===== src/rtl/lv_pwm_dt_pkg.sv =====
// Shared types and constants for the LV-side PWM dead-time stage.
package lv_pkg;

  localparam int unsigned LV_PWM_DT_W        = 8;
  localparam int unsigned LV_PWM_DGL_W       = 4;
  localparam int unsigned LV_PWM_SYNC_DEPTH  = 2;

  typedef enum logic [2:0] {
    LV_OFF   = 3'd0,
    LV_DT_H  = 3'd1,
    LV_H_ON  = 3'd2,
    LV_DT_L  = 3'd3,
    LV_L_ON  = 3'd4,
    LV_FAULT = 3'd5
  } lv_pwm_st_e;

endpackage


===== src/rtl/lv_pwm_dt_dgl_filter.sv =====
// Deglitch filter: output follows input only after it has differed for dgl_cyc+1 cycles.
module lv_dgl_filter
  import lv_pkg::*;
#(
  parameter int unsigned DGL_W = LV_PWM_DGL_W
) (
  input  logic             clk,
  input  logic             rst_n,
  input  logic             din,
  input  logic [DGL_W-1:0] dgl_cyc,
  output logic             dout
);

  logic [DGL_W-1:0] cnt;

  always_ff @(posedge clk or negedge rst_n) begin
    if (!rst_n) begin
      cnt  <= '0;
      dout <= 1'b0;
    end else if (din == dout) begin
      cnt <= '0;
    end else if (cnt == dgl_cyc) begin
      dout <= din;
      cnt  <= '0;
    end else begin
      cnt <= cnt + 1'b1;
    end
  end

endmodule


===== src/rtl/lv_pwm_dt.sv =====
// PWM synchroniser, optional deglitch and dead-time FSM with shoot-through fault latch.
// Define LV_PWM_DGL_EN to insert an lv_dgl_filter on each synchronised input.
module lv_pwm_dt
  import lv_pkg::*;
#(
  parameter int unsigned DT_W  = LV_PWM_DT_W,
  parameter int unsigned DGL_W = LV_PWM_DGL_W
) (
  input  logic             clk,
  input  logic             rst_n,
  input  logic             pwm_en,
  input  logic             pwm_h_i,
  input  logic             pwm_l_i,
  input  logic [DT_W-1:0]  dt_cyc,
  input  logic [DGL_W-1:0] dgl_cyc,
  input  logic             fault_clr,
  output logic             gate_h_o,
  output logic             gate_l_o,
  output logic             st_fault_o,
  output logic [2:0]       st_state_o
);

  logic [LV_PWM_SYNC_DEPTH-1:0] sync_h, sync_l;
  logic                         s_h, s_l, f_h, f_l;
  logic [DT_W-1:0]              dt_cnt;
  lv_pwm_st_e                   state;

  always_ff @(posedge clk or negedge rst_n) begin
    if (!rst_n) begin
      sync_h <= '0;
      sync_l <= '0;
    end else begin
      sync_h <= {sync_h[LV_PWM_SYNC_DEPTH-2:0], pwm_h_i};
      sync_l <= {sync_l[LV_PWM_SYNC_DEPTH-2:0], pwm_l_i};
    end
  end

  assign s_h = sync_h[LV_PWM_SYNC_DEPTH-1];
  assign s_l = sync_l[LV_PWM_SYNC_DEPTH-1];

`ifdef LV_PWM_DGL_EN
  lv_dgl_filter #(.DGL_W(DGL_W)) u_dgl_h (
    .clk     (clk),
    .rst_n   (rst_n),
    .din     (s_h),
    .dgl_cyc (dgl_cyc),
    .dout    (f_h)
  );

  lv_dgl_filter #(.DGL_W(DGL_W)) u_dgl_l (
    .clk     (clk),
    .rst_n   (rst_n),
    .din     (s_l),
    .dgl_cyc (dgl_cyc),
    .dout    (f_l)
  );
`else
  logic unused_dgl;
  assign unused_dgl = ^dgl_cyc;
  assign f_h = s_h;
  assign f_l = s_l;
`endif

  // Gates are set in the same branch that selects the next state, so they
  // are registered decodes of it; a latched fault survives an enable drop.
  always_ff @(posedge clk or negedge rst_n) begin
    if (!rst_n) begin
      state      <= LV_OFF;
      dt_cnt     <= '0;
      gate_h_o   <= 1'b0;
      gate_l_o   <= 1'b0;
      st_fault_o <= 1'b0;
    end else begin
      gate_h_o <= 1'b0;
      gate_l_o <= 1'b0;
      if (pwm_en && f_h && f_l && state != LV_FAULT) begin
        state      <= LV_FAULT;
        st_fault_o <= 1'b1;
        dt_cnt     <= '0;
      end else if (!pwm_en && state != LV_FAULT) begin
        state  <= LV_OFF;
        dt_cnt <= '0;
      end else begin
        case (state)
          LV_OFF: begin
            if (f_h) begin
              state  <= LV_DT_H;
              dt_cnt <= dt_cyc;
            end else if (f_l) begin
              state  <= LV_DT_L;
              dt_cnt <= dt_cyc;
            end
          end
          LV_DT_H: begin
            if (!f_h) begin
              state  <= LV_OFF;
              dt_cnt <= '0;
            end else if (dt_cnt == '0) begin
              state    <= LV_H_ON;
              gate_h_o <= 1'b1;
            end else begin
              dt_cnt <= dt_cnt - 1'b1;
            end
          end
          LV_H_ON: begin
            if (!f_h && f_l) begin
              state  <= LV_DT_L;
              dt_cnt <= dt_cyc;
            end else if (!f_h) begin
              state <= LV_OFF;
            end else begin
              gate_h_o <= 1'b1;
            end
          end
          LV_DT_L: begin
            if (!f_l) begin
              state  <= LV_OFF;
              dt_cnt <= '0;
            end else if (dt_cnt == '0) begin
              state    <= LV_L_ON;
              gate_l_o <= 1'b1;
            end else begin
              dt_cnt <= dt_cnt - 1'b1;
            end
          end
          LV_L_ON: begin
            if (!f_l && f_h) begin
              state  <= LV_DT_H;
              dt_cnt <= dt_cyc;
            end else if (!f_l) begin
              state <= LV_OFF;
            end else begin
              gate_l_o <= 1'b1;
            end
          end
          LV_FAULT: begin
            if (fault_clr && !f_h && !f_l) begin
              state      <= LV_OFF;
              st_fault_o <= 1'b0;
            end
          end
          default: begin
            state  <= LV_OFF;
            dt_cnt <= '0;
          end
        endcase
      end
    end
  end

  assign st_state_o = state;

endmodule

===== config.mk =====
export PLATFORM = sky130hd
export DESIGN_NAME = lv_pwm_dt
export DESIGN_NICKNAME = d
export VERILOG_FILES = /design/src/rtl/lv_pwm_dt_pkg.sv /design/src/rtl/lv_pwm_dt_dgl_filter.sv /design/src/rtl/lv_pwm_dt.sv
export SDC_FILE = /design/constraint.sdc
export NUM_CORES = 1
export LEC_CHECK = 0
export CAP_MARGIN = 25
export CORE_ASPECT_RATIO = 0.8
export CORE_MARGIN = 5
export CORE_UTILIZATION = 45
export CTS_BUF_LIST = sky130_fd_sc_hd__clkbuf_4 sky130_fd_sc_hd__clkbuf_8
export CTS_CLUSTER_SIZE = 12
export DETAILED_ROUTE_END_ITERATION = 10
export PLACE_DENSITY = 0.71
export SYNTH_ARGS = -nofsm -noshare
export SYNTH_HDL_FRONTEND = slang
export SYNTH_SLANG_ARGS = --single-unit

===== constraint.sdc =====
create_clock -name clk -period 6.1 [get_ports clk]
set_input_delay 1.22 -clock clk [delete_from_list [all_inputs] [get_ports clk]]
set_output_delay 1.22 -clock clk [all_outputs]
set_load 0.01 [all_outputs]

==> results.md <==
- Setup TNS: 0 ns
- Syn Nets: 150
- IO Count: 24
- Seq cells post-synth: 18
- Overflow left after global routing: 0
- Sequential group share of total power: between 40% and 50%
- Die Span X: approximately 67 microns
- # diodes: 0
- Antenna violations before repair: 0
- Final clock skew: between 0.01 and 0.015 ns
- Worst r2r path cells: 5
- Data arrival, critical path: between 1.5 and 2 ns
- Clock Tree Buf Depth: 2
- Flop-to-flop setup slack: about 4 ns
- Final Max Tran Viols: 0
- First-pass GRT wire length: between 4000 and 5000 microns
- P_leak: 0.570 nW
- Yosys Warn Count: 0
- Ys async rst share: 100%
- Register area: around 450 sq um
- CP startpoint kind: flip-flop
- Setup CP Type: reg2out
- DRC Markers: 0
- Top cells by area, synth: dfrtp_1 38%, a21oi_1 3.8%, o21ai_0 3.8%
- Post-route setup slack: roughly 3.3 ns
- Vias in the first global route: a little over 1k
- Actual slew at the worst max-slew pin: approximately 0.85 ns
- DRT Wirelength: 2730 microns
- Logic pwr share: 40.2%
- PwrDens: between 200 and 300 nW/um^2
- Mapped Area: roughly 1200 sq um
- Shortest period the worst path allows: 2.84 ns
- Via count: 1,048
- Setup repair after global routing missed its margin: false
- Worst slack at placement: a little under 3 ns
- Core area: between 2000 and 2500 sq um
- CP required: between 4 and 5 ns
- Netlist cell types: between 40 and 50
- Cells after Synth: 130
- Drt initial violations: 60
- CTS tree: done
- RR Startpoint: dt_cnt[3]$_DFFE_PN0P_
- Starting density of the core: 47.9%
- CP Buf/Inv Count: 1
- Hold Vio Cnt, Final: 0
- CTS clock-pin slew for the worst setup and hold paths: about 0.11 ns
- P&R area growth vs syn: 16.9%
- Area of the die: about 3800 sq um
- TritonCTS buffer count: 3
- Largest net degree at the start of global routing: 19
- # clock sinks: 18
- Placer Congestion: roughly 0.84
- Row Count: 16
- Drt via density: 5.79
- Fill count: 237
- Multi-input logic area: between 600 and 700 sq um
- Post-CTS Hold Buffers: 0
- Remaining antenna violation count after routing: 0
- Net Sw Frac: between 30% and 40%
- Die height: between 50 and 60 microns
- Final Setup Violations: 0
- Status: finished clean
- Net Switching: roughly 0.14 mW
- Area share of the largest cell type after synthesis: between 30% and 40%
- Worst Hold End: sync_h[1]$_DFF_PN0_
- Worst-path maximum fanout: 18
- Pint: 0.226 mW
- Gr usage total: around 16%
- Wire length per cell: between 15 and 20 microns
- TritonRoute pass-1 iters: 4
- Final Core Density: a little under three fifths
- Register area share after synthesis: roughly 38%
- Slew headroom: 43.0%
- Hold path depth: 0
- Syn avg cell area: 9.15 sq um
- Tcrit/Tclk final: 46.6%
- Postcts setup bufs: 0
- Number of max-cap violations: 0
- CP peak stage delay: slightly below 0.7 ns
- # nets final: around 170
- Fmax: between 300 and 400 MHz
- Clock Latency Late Sink: 0.30 ns
- Maximum resistive drop on vdd: 0.160 mV
- Final HPWL from detailed placement: 1990 microns
- CTS resizes: 0
- WHS: 0.357 ns
- HP Class: reg2reg
- CP top delay family: flip-flops
- Most used DFF post-synth: dfrtp_1
- Cell chain of the critical path: clkdlybuf4s50_1
- Post-synth EDFFs: 0
- Hold Crit Start: sync_h[0]$_DFF_PN0_
- RR Endpoint: st_state_o[0]$_DFFE_PN0P_
- Slowest-stage cell, CP: dfrtp_1
- PortBufs: 19
- CTS H-tree lvls: 1
- Clk root buf: clkbuf_4
- Crit end category: output port
- Yosys top cell by area: dfrtp_1
- Clock power share: between 10% and 20%
- Layout cell share with drive strength beyond 1: between 10% and 20%
## per-stage QoR
stage | power (mW) | cells | cell area, sq um
6_report | 0.366 | 181 | 1390
5_1_grt | 0.395 | 181 | 1390
4_1_cts | 0.370 | 181 | 1390
3_5_place_dp | 0.308 | 178 | 1370
3_3_place_gp | 0.303 | 178 | 1370
2_1_floorplan | 0.270 | 130 | 1190
## final cells by class
cell class / instances / share of cell area (%)
Clock buffer: 3 / 1.62
Inverter: 9 / 2.43
Multi-Input combinational cell: 96 / 46.7
Sequential cell: 18 / 32.4
Tap cell: 36 / 3.24
Timing Repair Buffer: 19 / 13.7
## cells in the mapped netlist (2+ instances only)
| cell type | count |
|---|---|
| and2b_2 | 2 |
| nand2_1 | 12 |
| o2bb2ai_1 | 4 |
| a221o_1 | 4 |
| buf_6 | 2 |
| nor3_1 | 8 |
| nor4_1 | 3 |
| a21oi_1 | 9 |
| nand3_1 | 2 |
| inv_1 | 9 |
| o21ai_0 | 9 |
| clkbuf_1 | 2 |
| nor2_1 | 7 |
| a22oi_1 | 2 |
| ha_1 | 2 |
| dfrtp_1 | 18 |
| nand2b_1 | 5 |
| a32oi_1 | 3 |
## sequential cells by signal (all words and copies together) (netlist names)
name,cells
st_fault_o,1
gate_l_o,1
sync_h,2
dt_cnt,8
sync_l,2
gate_h_o,1
st_state_o,3
## power groups by stage
| stage | sequential [mW] | clock [mW] | combinational, mW |
|---|---|---|---|
| finish | 0.160 | 0.0590 | 0.147 |
| global route | 0.163 | 0.0657 | 0.166 |
| CTS | 0.159 | 0.0643 | 0.147 |
| detailed placement | 0.161 | 0 | 0.146 |
| global placement | 0.160 | 0 | 0.143 |
| floorplan | 0.148 | 0 | 0.123 |
## routing by layer
metal / share of wire [%] / GRT usage, %
met3: 9.6 / 5.45
met4: 0.29 / 3.47
met5: 0 / 0
met2: 42 / 23.2
met1: 48 / 21.8
## layout by cell type, fill, tap and decap left out, types with 5 or more instances in the layout
cell | Yosys | final
clkdlybuf4s50_1 | 0 | 19
dfrtp_1 | 18 | 18
nand2_1 | 12 | 12
inv_1 | 9 | 9
a21oi_1 | 9 | 9
o21ai_0 | 9 | 9
nor3_1 | 8 | 8
nor2_1 | 7 | 7
nand2b_1 | 5 | 5
## kinds of logic after synthesis
family                   synth area share (%)
multiplexers                             2.21
AND/OR/NAND/NOR                          21.9
buffers and inverters                    7.57
AO/OA/AOI/OAI                            28.4
adder cells (fa/ha/maj)                  2.10
flip-flops                               37.9
## how the worst max path moves through the flow
| stage | start | slack [ns] | cells after the start | to |
|---|---|---|---|---|
| floorplan | pwm_en | 3.61 | 5 | st_state_o[0]$_DFFE_PN0P_ |
| global placement | pwm_en | 2.98 | 5 | st_state_o[0]$_DFFE_PN0P_ |
| detailed placement | pwm_en | 2.98 | 5 | st_state_o[0]$_DFFE_PN0P_ |
| CTS | st_state_o[0]$_DFFE_PN0P_ | 3.24 | 1 | st_state_o[0] |
| global route | st_state_o[0]$_DFFE_PN0P_ | 3.17 | 1 | st_state_o[0] |
| finish | st_state_o[0]$_DFFE_PN0P_ | 3.26 | 1 | st_state_o[0] |
Power figures use the tool's default switching activity.
